$ cat src/rtl/rx_buf_pkg.sv
// Shared types for the RX buffer controller: reader states, packet descriptor,
// and the saturating-counter helper used when RX_BUF_CTRL_STATS_EN is defined.
package rx_buf_pkg;

   localparam int          DESC_ADDR_W = 9;
   localparam logic [15:0] STAT_MAX    = 16'hFFFF;

   typedef enum logic [1:0] {
      RD_IDLE,
      RD_ISSUE,
      RD_CAPTURE,
      RD_HOLD
   } rd_state_t;

   typedef struct packed {
      logic [DESC_ADDR_W-1:0] start_addr;
      logic [DESC_ADDR_W-1:0] end_addr;
   } desc_t;

   function automatic logic [15:0] sat_inc(input logic [15:0] v);
      return (v == STAT_MAX) ? v : v + 16'd1;
   endfunction

endpackage

$ cat src/rtl/rx_desc_fifo.sv
// Packet descriptor queue: DEPTH entries, pointers one bit wider than the index
// so full and empty are distinguished without a separate count.
module rx_desc_fifo
   import rx_buf_pkg::*;
#(
   parameter int DEPTH = 4
) (
   input  logic  clk,
   input  logic  rst_n,
   input  logic  push,
   input  desc_t push_desc,
   input  logic  pop,
   output desc_t head,
   output logic  full,
   output logic  empty
);

   localparam int IW = $clog2(DEPTH);

   logic [IW:0] wptr, rptr;
   desc_t       mem [DEPTH];

   assign empty = (wptr == rptr);
   assign full  = (wptr[IW] != rptr[IW]) && (wptr[IW-1:0] == rptr[IW-1:0]);
   assign head  = mem[rptr[IW-1:0]];

   always_ff @(posedge clk or negedge rst_n) begin
      if (!rst_n) begin
         wptr <= '0;
         rptr <= '0;
      end else begin
         if (push && !full)
            wptr <= wptr + 1'b1;
         if (pop && !empty)
            rptr <= rptr + 1'b1;
      end
   end

   // Storage needs no reset; entries are only read once the pointers say valid.
   always_ff @(posedge clk) begin
      if (push && !full)
         mem[wptr[IW-1:0]] <= push_desc;
   end

endmodule

$ cat src/rtl/rx_buf_ctrl.sv
// RX payload RAM controller: write pass-through, packet boundary tracking,
// descriptor queue and stream read-out. Statistics counters exist only when
// RX_BUF_CTRL_STATS_EN is defined; otherwise they read as zero.
module rx_buf_ctrl
   import rx_buf_pkg::*;
#(
   parameter int ADDR_WIDTH = 9,
   parameter int DATA_WIDTH = 8,
   parameter int DESC_DEPTH = 4
) (
   input  logic                  clk_in,
   input  logic                  rst_n_in,
   input  logic                  wr_en_in,
   input  logic [ADDR_WIDTH-1:0] wr_addr_in,
   input  logic [DATA_WIDTH-1:0] wr_data_in,
   output logic                  ram_en,
   output logic                  ram_we,
   output logic [ADDR_WIDTH-1:0] ram_addr,
   output logic [DATA_WIDTH-1:0] ram_wdata,
   input  logic [DATA_WIDTH-1:0] ram_rdata,
   output logic [DATA_WIDTH-1:0] m_data,
   output logic                  m_valid,
   output logic                  m_last,
   input  logic                  m_ready,
   output logic                  desc_full,
   output logic [15:0]           stat_pkt_cnt,
   output logic [15:0]           stat_drop_cnt
);

   logic                  wr_en_q;
   logic [ADDR_WIDTH-1:0] start_q, last_q;
   logic                  push, pop, full, empty;
   desc_t                 push_desc, head;
   rd_state_t             state;
   logic [ADDR_WIDTH-1:0] rd_addr, end_addr;

   // Boundary tracker: envelope of wr_en_in delimits one packet.
   always_ff @(posedge clk_in or negedge rst_n_in) begin
      if (!rst_n_in) begin
         wr_en_q <= 1'b0;
         start_q <= '0;
         last_q  <= '0;
      end else begin
         wr_en_q <= wr_en_in;
         if (wr_en_in && !wr_en_q)
            start_q <= wr_addr_in;
         if (wr_en_in)
            last_q <= wr_addr_in;
      end
   end

   assign push      = wr_en_q && !wr_en_in;
   assign push_desc = '{start_addr: start_q, end_addr: last_q};
   assign pop       = (state == RD_HOLD) && m_valid && m_ready && m_last;
   assign desc_full = full;

   rx_desc_fifo #(
      .DEPTH (DESC_DEPTH)
   ) u_desc_fifo (
      .clk       (clk_in),
      .rst_n     (rst_n_in),
      .push      (push),
      .push_desc (push_desc),
      .pop       (pop),
      .head      (head),
      .full      (full),
      .empty     (empty)
   );

   // Writer always owns the port; the reader only borrows idle cycles.
   always_comb begin
      ram_en    = 1'b0;
      ram_we    = 1'b0;
      ram_addr  = rd_addr;
      ram_wdata = '0;
      if (wr_en_in) begin
         ram_en    = 1'b1;
         ram_we    = 1'b1;
         ram_addr  = wr_addr_in;
         ram_wdata = wr_data_in;
      end else if (state == RD_ISSUE) begin
         ram_en    = 1'b1;
      end
   end

   always_ff @(posedge clk_in or negedge rst_n_in) begin
      if (!rst_n_in) begin
         state    <= RD_IDLE;
         rd_addr  <= '0;
         end_addr <= '0;
         m_data   <= '0;
         m_valid  <= 1'b0;
         m_last   <= 1'b0;
      end else begin
         case (state)
            RD_IDLE: begin
               if (!empty) begin
                  rd_addr  <= head.start_addr;
                  end_addr <= head.end_addr;
                  state    <= RD_ISSUE;
               end
            end
            RD_ISSUE: begin
               if (!wr_en_in)
                  state <= RD_CAPTURE;
            end
            RD_CAPTURE: begin
               m_data  <= ram_rdata;
               m_valid <= 1'b1;
               m_last  <= (rd_addr == end_addr);
               state   <= RD_HOLD;
            end
            RD_HOLD: begin
               if (m_valid && m_ready) begin
                  m_valid <= 1'b0;
                  if (m_last) begin
                     state <= RD_IDLE;
                  end else begin
                     rd_addr <= rd_addr + 1'b1;
                     state   <= RD_ISSUE;
                  end
               end
            end
            default: state <= RD_IDLE;
         endcase
      end
   end

`ifdef RX_BUF_CTRL_STATS_EN
   logic [15:0] pkt_cnt, drop_cnt;

   always_ff @(posedge clk_in or negedge rst_n_in) begin
      if (!rst_n_in) begin
         pkt_cnt  <= '0;
         drop_cnt <= '0;
      end else begin
         if (pop)
            pkt_cnt <= sat_inc(pkt_cnt);
         if (push && full)
            drop_cnt <= sat_inc(drop_cnt);
      end
   end

   assign stat_pkt_cnt  = pkt_cnt;
   assign stat_drop_cnt = drop_cnt;
`else
   assign stat_pkt_cnt  = 16'h0000;
   assign stat_drop_cnt = 16'h0000;
`endif

endmodule

$ cat config.mk
export PLATFORM = sky130hd
export DESIGN_NAME = rx_buf_ctrl
export DESIGN_NICKNAME = d
export VERILOG_FILES = /design/src/rtl/rx_buf_pkg.sv /design/src/rtl/rx_desc_fifo.sv /design/src/rtl/rx_buf_ctrl.sv
export SDC_FILE = /design/constraint.sdc
export NUM_CORES = 1
export LEC_CHECK = 0
export CAP_MARGIN = 20
export CORE_ASPECT_RATIO = 0.8
export CORE_MARGIN = 3
export CORE_UTILIZATION = 48
export DETAILED_ROUTE_END_ITERATION = 12
export GPL_ROUTABILITY_DRIVEN = 0
export PLACE_DENSITY = 0.76
export SLEW_MARGIN = 20
export SYNTH_ARGS = -nofsm -noshare
export SYNTH_HDL_FRONTEND = slang
export SYNTH_SLANG_ARGS = --single-unit
$ cat constraint.sdc
create_clock -name clk_in -period 2.1 [get_ports clk_in]
set_clock_uncertainty 0.15 [all_clocks]
set_input_delay 0.525 -clock clk_in [delete_from_list [all_inputs] [get_ports clk_in]]
set_output_delay 0.525 -clock clk_in [all_outputs]
set_load 0.02 [all_outputs]
# After elaboration in Yosys (flattened, before gate mapping)
# Memory sizes are Yosys's and may differ from the RTL's.
# Index checks and enable logic that the tools add are counted.
dict set report totals {
  regBits 55
  latch_bits 0
  ram_bits 72
  rom_bits 0
  in_bits 29
  word_cells 65
  n_memories 1
}
# memory words word_bits read_ports rd_ports_with_merged_regs write_ports line_no
set memory_table {}
lappend memory_table {u_desc_fifo.mem 4 18 1 0 1 rx_desc_fifo.sv:21} ;# desc_t mem [DEPTH];
dict set report op_classes {
  n_addsub 3
  n_mul 0
  n_div 0
  magnitude_cmp 0
  eq_ne 11
  shifts 0
  muxes 18
  bitwise 1
  reduce_logical 20
}
# operator count
set op_table {}
lappend op_table {{2-to-1 mux 9 bit} 4}
lappend op_table {{case mux 9 bit (2 select lines)} 1}
lappend op_table {{adder 9 x 1 -> 9 bit, second input constant} 1}
lappend op_table {{equality test 9 bit} 1}
lappend op_table {{logical AND 1 bit} 9}
lappend op_table {{2-to-1 mux 8 bit} 1}
lappend op_table {{case mux 2 bit (4 select lines)} 1}
lappend op_table {{2-to-1 mux 1 bit} 7}
lappend op_table {{adder 3 x 1 -> 3 bit, second input constant} 2}
lappend op_table {{2-to-1 mux 2 bit} 3}
lappend op_table {{!= test 2 bit, second input constant} 3}
lappend op_table {{equality test 2 bit, second input constant} 2}
lappend op_table {{logical NOT 1 bit} 4}
lappend op_table {{AND reduction 2 bit} 2}
lappend op_table {{AND reduction 4 bit} 1}
lappend op_table {{nonzero test 2 bit} 2}
lappend op_table {{equality test 3 bit} 1}
lappend op_table {{AND reduction 3 bit} 1}
lappend op_table {{equality test 2 x 1 -> 1 bit, second input constant} 1}
lappend op_table {{equality test 2 bit} 1}
lappend op_table {{logical NOT 2 bit} 1}
lappend op_table {{!= test 2 x 1 -> 1 bit, second input constant} 1}
lappend op_table {{case mux 1 bit (2 select lines)} 1}
lappend op_table {{!= test 1 bit} 1}
lappend op_table {{inverter 1 bit} 1}

# Depth between registers and ports, before layout
# Gate-level depths: netlist of run 1.
dict set report depth {
  word_depth 6
  depth_mapped 7
  mapped_depth_nobuf 5
}

# Modules after synthesis
# From an unflattened synthesis of run 1, not the netlist that was laid out.
dict set report unflattened {
  hier_cells 408
  area_unflattened_um2 5734.2
}
# mod n_inst cells_per_inst area_each_um2 seq_area_each_um2
set modules_own_cells {}
lappend modules_own_cells {rx_desc_fifo 1 143 3080.5 2312.2}
lappend modules_own_cells {rx_buf_ctrl 1 265 2653.8 1226.2}

# Least setup slack after synthesis of run 1
# OpenSTA, ideal clock, no wires.
dict set report synth_path {
  path_type {register -> register}
  start {reg u_desc_fifo.wptr[0]}
  end {mem u_desc_fifo.mem[0][0] in the netlist's numbering, enable pin}
  setup_time_ns 0.376
  arrival_ns 1.555
  slack_ns 0.020
  stages_incl_launch_ff 4
  synth_period_minus_slack_ns 2.080
  path_cell_list {dfrtp_1 > xnor2_1 > a311oi_2 > and2_1}
}
dict set report synth_between {
  elab_chain_len 6
}
# item line_no
set synth_lines {}
lappend synth_lines {{from (decl)} rx_desc_fifo.sv:20} ;# logic [IW:0] wptr, rptr;
lappend synth_lines {{from (signal assigned)} rx_desc_fifo.sv:33} ;# wptr <= wptr + 1'b1;
lappend synth_lines {{equality test 2 bit} rx_desc_fifo.sv:24} ;# assign full = (wptr[IW] != rptr[IW]) && (wptr[IW-1:0] == rptr[IW-1:0]);
lappend synth_lines {{logical AND 1 bit} rx_desc_fifo.sv:24}
lappend synth_lines {{logical NOT 1 bit} rx_desc_fifo.sv:41} ;# if (push && !full)
lappend synth_lines {{logical AND 1 bit} rx_desc_fifo.sv:41}
lappend synth_lines {{2-to-1 mux 1 bit} rx_desc_fifo.sv:41}
lappend synth_lines {{2-to-1 mux 1 bit (not written as such)} rx_desc_fifo.sv:42} ;# mem[wptr[IW-1:0]] <= push_desc;
lappend synth_lines {{to (decl)} rx_desc_fifo.sv:21}
# Several ways; a longest one is shown, not always the timed one.

# Worst setup path after layout of run 1
dict set report layout_path {
  start {in wr_addr_in[6]}
  end {out ram_addr[6]}
}
dict set report layout_between {
  elab_chain_len 1
}
# item line_no
set layout_lines {}
lappend layout_lines {{from (decl)} rx_buf_ctrl.sv:14} ;# input logic [ADDR_WIDTH-1:0] wr_addr_in,
lappend layout_lines {{2-to-1 mux 9 bit} rx_buf_ctrl.sv:76} ;# if (wr_en_in) begin
lappend layout_lines {{to (decl)} rx_buf_ctrl.sv:18} ;# output logic [ADDR_WIDTH-1:0] ram_addr,
# No other way between the ends.

==> results.py, run 1 <==
metrics = {
    "floorplan": {
        "dieHeight_um": 103.2,
        "coreArea_um2": 11190,
        "die_w_um": 127.6,
        "dieArea_um2": 13170,
        "rows": 34,
        "start_util_pct": 50.72,
        "io_pins": 91,
    },
    "critical_path": {
        "endpoint_kind": "output pin",
        "r2r_slack_ps": 60,
        "setup.worst_path.start": "wr_addr_in[6]",
        "cpPeakStageDelay_ps": 560,
        "worstPathCellList": "clkdlybuf4s50_1 > nand2_1 > o21ai_1 > buf_2",
        "cp.required_ps": 1420,
        "r2r-start": "u_desc_fifo.rptr[0]",
        "cpLargestDelayFamily": "buffers and inverters",
        "worstSetupStartpointType": "input port",
        "cp_max_fo": 2,
        "worstSetupPathType": "in2out",
        "worst-path-buf-inv": 2,
        "arrival_ps": 1410,
        "slowest_stage": "clkdlybuf4s50_1",
    },
    "clock_tree": {
        "cts_tree": "built",
        "cts_buffers": 17,
        "clk_path_buf_depth": 2,
        "clkLatencyLatePin_ps": 410,
        "h-tree-depth": 4,
        "cts-root-buf": "clkbuf_16",
        "clk_pin_slew_ps": 60,
        "clock_sink_count": 127,
        "hold_buffers": 0,
    },
    "final_layout": {
        "fillers": 799,
        "n_antenna_cell": 0,
        "fin_nets": 528,
        "design_area_um2": 7207,
        "stdcell_count": 645,
        "fin_util_pct": 64.42,
        "drive_gt1_share_pct": 27.54,
        "syn_to_final_growth_pct": 27.01,
    },
    "grt": {
        "grt_max_degree": 28,
        "grt_first_pass_wirelength_um": 19200,
        "grt_pass1_vias": 3584,
        "grt_overflow_total": 0,
        "grt_usage_pct": 19.66,
        "antenna_found_initial": 0,
    },
    "placement": {
        "dp_cells": 611,
        "dpl_cell_area_um2": 6594,
        "io_buffers": 58,
        "hpwl_um": 7703,
    },
    "power_and_ir_drop": {
        "irDropWorstVdd_uv": 742.5,
        "power.density_nw_per_um2": 1304,
        "leakage_nw": 2.904,
    },
    "synthesis": {
        "syn_area_per_cell_um2": 14.55,
        "yosysUniqueCellTypes": 42,
        "synth_area_um2": 5674,
        "seq_area_frac_synth_pct": 62.36,
        "yosys_register_bits": 127,
        "netlist_instances": 390,
        "ys_warn_count": 0,
    },
    "sta": {
        "rsz0062_at_grt": "yes",
        "holdWs_ps": 16.19,
        "fmax_ghz": 0.4792,
        "hold_viol": 0,
        "period_share_pct": 99.38,
        "worst_slew_pin_slew_ps": 718.6,
        "setup_violations": 0,
        "slew_violations": 0,
        "post-route-min-period_ps": 2087,
        "relSlewSlack_pct": 52.09,
        "fin_tns_setup_ps": 0,
    },
    "detailed_routing": {
        "wl_um": 12310,
        "num_vias": 3489,
        "vias_per_cell": 5.409,
        "drt_iter0_drc": 258,
        "wire_per_inst_um": 19.09,
        "drc": 0,
        "dr.pass1.iters": 4,
        "ant_nets": 0,
    },
    "outcome": {
        "outcome": "finished, final reports clean",
    },
    "job": {
        "drv_cap": 0,
    },
    "min_path": {
        "hp-class": "in2async",
    },
}
synth_stat cells (all sizes together):
library cell	number	area, um2
inv	26	97.59
xor2	7	61.31
nor2	4	15.01
nand2	21	78.83
or2	2	12.52
o31ai	1	7.510
nor3	3	15.01
mux4	18	457.9
nor4	2	12.51
a22oi	1	7.510
xnor2	10	87.58
nor2b	1	6.260
mux2	28	315.3
a31o	2	17.52
and2	16	101.4
nand3	6	30.03
a31oi	6	37.54
nand4	4	25.02
conb	1	3.750
a21oi	4	20.02
o21ai	22	121.4
or3	1	6.260
o22ai	4	25.02
and3	1	6.260
a311oi	2	23.77
clkbuf	8	30.03
o41ai	1	8.760
buf	41	300.3
o211ai	8	60.06
a32o	1	10.01
ha	10	125.1
dfrtp	55	1376
o32ai	1	8.760
edfxtp	72	2162
state kept, by name (all words and copies together) (netlist names):
register	flops
end_addr	9
last_q	9
m_data	8
m_last	1
m_valid	1
rd_addr	9
start_q	9
state	2
u_desc_fifo.mem	72
u_desc_fifo.rptr	3
u_desc_fifo.wptr	3
wr_en_q	1
area by class of cell:
class	count	area, um2	share of cell area [%]
sequential	127	3538	49.10
multi-input combinational	219	1881	26.09
tap	144	180.2	2.500
timing repair buffer	98	943.4	13.09
clock buffer	17	425.4	5.903
inverter	26	97.59	1.354
clock inverter	14	141.4	1.962
routing by layer:
layer  GRT usage (%)  wire length (um)  vias up
met1           25.28              5075     1733
met2           31.99              5939      172
li1                -                 -     1569
met5               0                 0        -
met4           6.925               147        0
met3           6.314              1150       15
through the flow:
step,worst slack [ps],power [W]
after floorplan,19.52,0.005333
after global placement,-613.0,0.006386
after detailed placement,-637.3,0.006502
after CTS,-4.197,0.009354
after global routing,-25.21,0.009868
final,13.08,0.009401
logic make-up after synthesis:
kind of cell	synth area share, %
buffers and inverters	7.541
and+or+nand+nor	5.447
other	0.06609
xor gates and xnor gates	2.624
AOI/OAI and AO/OA	6.130
muxes	13.63
DFF	62.36
adders and majority gates	2.205
worst register-to-register path, cell delays in order (launching register included):
cell	delay, ps
dfrtp_1	410
buf_6	290
mux4_2	560
and2_1	180
o211ai_1	190
o211ai_1	130
report_power, final:
part	internal (W)	leakage (nW)	total (W)	switching (W)
Clock	0.00173	0.274	0.00279	0.00106
Sequential	0.00321	1.31	0.00353	0.000315
Combinational	0.00145	1.32	0.00308	0.00163
final timing paths:
| kind | end | depth (start not counted) |
|---|---|---|
| worst min-delay path | u_desc_fifo.wptr[2] | 1 |
| worst max-delay path | ram_addr[6] | 4 |
| min in group clk_in | start_q[3] | 2 |
| max in group asynchronous | m_data[3] | 2 |
| worst min register to register | m_data[5] | 1 |
| worst max register to register | rd_addr[3] | 5 |
layout by cell type (no fill, tap or decap), types with 14 or more instances in the layout:
cell type / Yosys / layout
edfxtp_1: 72 / 72
dfrtp_1: 55 / 55
buf_4: 33 / 34
conb_1: 1 / 32
clkdlybuf4s50_1: 0 / 32
mux2_2: 28 / 28
inv_1: 26 / 25
nand2_1: 21 / 20
clkbuf_16: 0 / 17
and2_1: 15 / 14
o21ai_0: 21 / 14
mux4_1: 14 / 14
timing repair:
| item | CTS | global route |
|---|---|---|
| gates cloned | 1 | 0 |
| resized for setup | 88 | 28 |
| pin swaps | 0 | 2 |
| buffers inserted | 1 | 1 |
| setup endpoints to repair | 22 | 23 |
(Power assumes the default switching activity.)
==> run 2, diff against run 1 <==
--- a/config.mk
+++ b/config.mk
@@ -11,7 +11,7 @@
 export CORE_UTILIZATION = 48
 export DETAILED_ROUTE_END_ITERATION = 12
 export GPL_ROUTABILITY_DRIVEN = 0
-export PLACE_DENSITY = 0.76
+export PLACE_DENSITY = 0.86
 export SLEW_MARGIN = 20
 export SYNTH_ARGS = -nofsm -noshare
 export SYNTH_HDL_FRONTEND = slang
==> run 2 against run 1 <==
  * Worst setup slack improved by 28 ps
  * Design area fell by 1.1%
  * Via count increased by 0.46%
==> results.py, run 2 (same netlist as run 1, synthesis figures left out) <==
metrics = {
    "critical_path": {
        "critical_path_depth": 3,
        "slowest_stage": "clkdlybuf4s50_1",
        "worstPathCellList": "clkdlybuf4s50_1 > and2_1 > clkdlybuf4s15_1",
        "worstSetupStartpointType": "input port",
        "worstSetupPathType": "in2out",
        "r2r-start": "state[0]",
        "worst-path-buf-inv": 2,
        "arrival_ps": 1380,
        "endpoint_kind": "output pin",
        "cpPeakStageDelay_ps": 440,
        "cp.required_ps": 1420,
        "cpLargestDelayFamily": "buffers and inverters",
        "setup.worst_path.start": "wr_data_in[5]",
        "cp_max_fo": 1,
        "reg2reg_depth": 6,
    },
    "power_and_ir_drop": {
        "power_frac_clock_pct": 28.6,
        "irDropWorstVdd_uv": 778.6,
        "power.density_nw_per_um2": 1287,
        "swShare_pct": 32.19,
        "p_sw_w": 0.002953,
        "leakage_nw": 2.872,
        "power_frac_comb_pct": 33.0,
        "seq_power_share_pct": 38.4,
        "intPower_w": 0.006221,
    },
    "job": {
        "drv_cap": 0,
    },
    "floorplan": {
        "io_pins": 91,
        "rows": 34,
        "start_util_pct": 50.72,
        "die_w_um": 127.6,
        "dieHeight_um": 103.2,
        "dieArea_um2": 13170,
        "coreArea_um2": 11190,
    },
    "final_layout": {
        "syn_to_final_growth_pct": 25.58,
        "n_antenna_cell": 0,
        "fillers": 788,
        "layout_commonest_cell": "edfxtp_1",
        "fin_nets": 527,
        "drive_gt1_share_pct": 25.80,
        "layout_common_cells": "edfxtp_1 (72), dfrtp_1 (55), conb_1 (32), clkdlybuf4s50_1 (32)",
        "largest_reg_flops": 72,
    },
    "placement": {
        "io_buffers": 58,
        "place_ws_ps": -646.1,
        "hpwl_um": 7649,
    },
    "min_path": {
        "hp-start": "wr_addr_in[8]",
        "hp-class": "in2reg",
        "hold_path_depth": 3,
    },
    "sta": {
        "slew_violations": 0,
        "setup_violations": 0,
        "fmax_ghz": 0.4856,
        "post-route-min-period_ps": 2059,
        "holdWs_ps": 292.0,
        "hold_viol": 0,
        "period_share_pct": 98.07,
        "setup_slack_ps": 40.62,
        "rsz0062_at_grt": "yes",
    },
    "clock_tree": {
        "cts_setup_buffers": 0,
        "clk_path_buf_depth": 2,
        "cts-root-buf": "clkbuf_16",
        "h-tree-depth": 4,
        "clkLatencyLatePin_ps": 410,
        "clk_pin_slew_ps": 50,
        "cts_tree": "built",
        "cts_buffers": 17,
        "clock_sink_count": 127,
    },
    "detailed_routing": {
        "wl_um": 12070,
        "drt_iter0_drc": 304,
        "num_vias": 3505,
        "wire_per_inst_um": 18.74,
        "drc": 0,
        "ant_nets": 0,
        "vias_per_cell": 5.443,
        "dr.pass1.iters": 4,
    },
    "grt": {
        "grt_overflow_total": 0,
        "grt_pass1_vias": 3648,
        "antenna_found_initial": 0,
        "grt_first_pass_wirelength_um": 19120,
        "grt_max_degree": 56,
        "grt_usage_pct": 19.59,
    },
    "outcome": {
        "outcome": "finished, final reports clean",
    },
}
-- run 2: worst paths after layout --
check	endpoint	slack [ps]
min	last_q[8]	290
max in group asynchronous	state[1]	1010
min in group asynchronous	start_q[5]	500
max reg2reg	rd_addr[0]	100
min reg2reg	m_data[4]	350
max	ram_wdata[5]	40
-- run 2: final cells by class --
| type | instances | area (um2) | share of cell area [%] |
|---|---|---|---|
| clock buffers | 19 | 432.9 | 6.076 |
| clock inverters | 12 | 97.59 | 1.370 |
| flip-flops and latches | 127 | 3538 | 49.66 |
| multi-input cells | 219 | 1859 | 26.09 |
| inverters | 26 | 97.59 | 1.370 |
| repair buffers | 97 | 919.6 | 12.91 |
| well taps | 144 | 180.2 | 2.529 |
-- run 2: layer usage --
metal  routed length [um]  vias up  track usage (%)  share of wire, %
met4                  210        0            6.430               1.7
met2                 5642      190            31.82                47
li1                     -     1561                -                 -
met5                    0        -                0                 0
met1                 5124     1736            25.91                42
met3                 1088       18            5.595               9.0
-- run 2: tightest hold or removal path, delay by kind of cell --
family	cells	cell delay [ps]
buffers and inverters	1	130
AO/OA/AOI/OAI	1	70
AND/OR/NAND/NOR	1	80
-- run 2: timing repair --
action | CTS | global route
setup endpoints to repair | 22 | 20
endpoints found under the hold margin | 55 | 0
pin swaps | 0 | 1
gates cloned | 1 | 0
resized for setup | 85 | 16
hold buffers | 1 | 0
-- run 2: through the flow --
step	instances	utilization [%]	TNS [ps]	total power, W	instance area [um2]
after floorplan	421	-	0	0.005333	5791
after global placement	611	58.94	-32740	0.006380	6594
after detailed placement	611	58.94	-32630	0.006525	6594
after CTS	644	63.70	0	0.009155	7127
after global routing	644	63.69	-17.92	0.009616	7126
final	644	63.69	0	0.009173	7126
-- run 2: power by group through the flow --
stage | logic, W | registers, W | clock network (W)
2_1_floorplan | 0.00169 | 0.00364 | 0
3_3_place_gp | 0.00288 | 0.00350 | 0
3_5_place_dp | 0.00298 | 0.00355 | 0
4_1_cts | 0.00298 | 0.00351 | 0.00266
5_1_grt | 0.00328 | 0.00358 | 0.00276
6_report | 0.00303 | 0.00352 | 0.00263
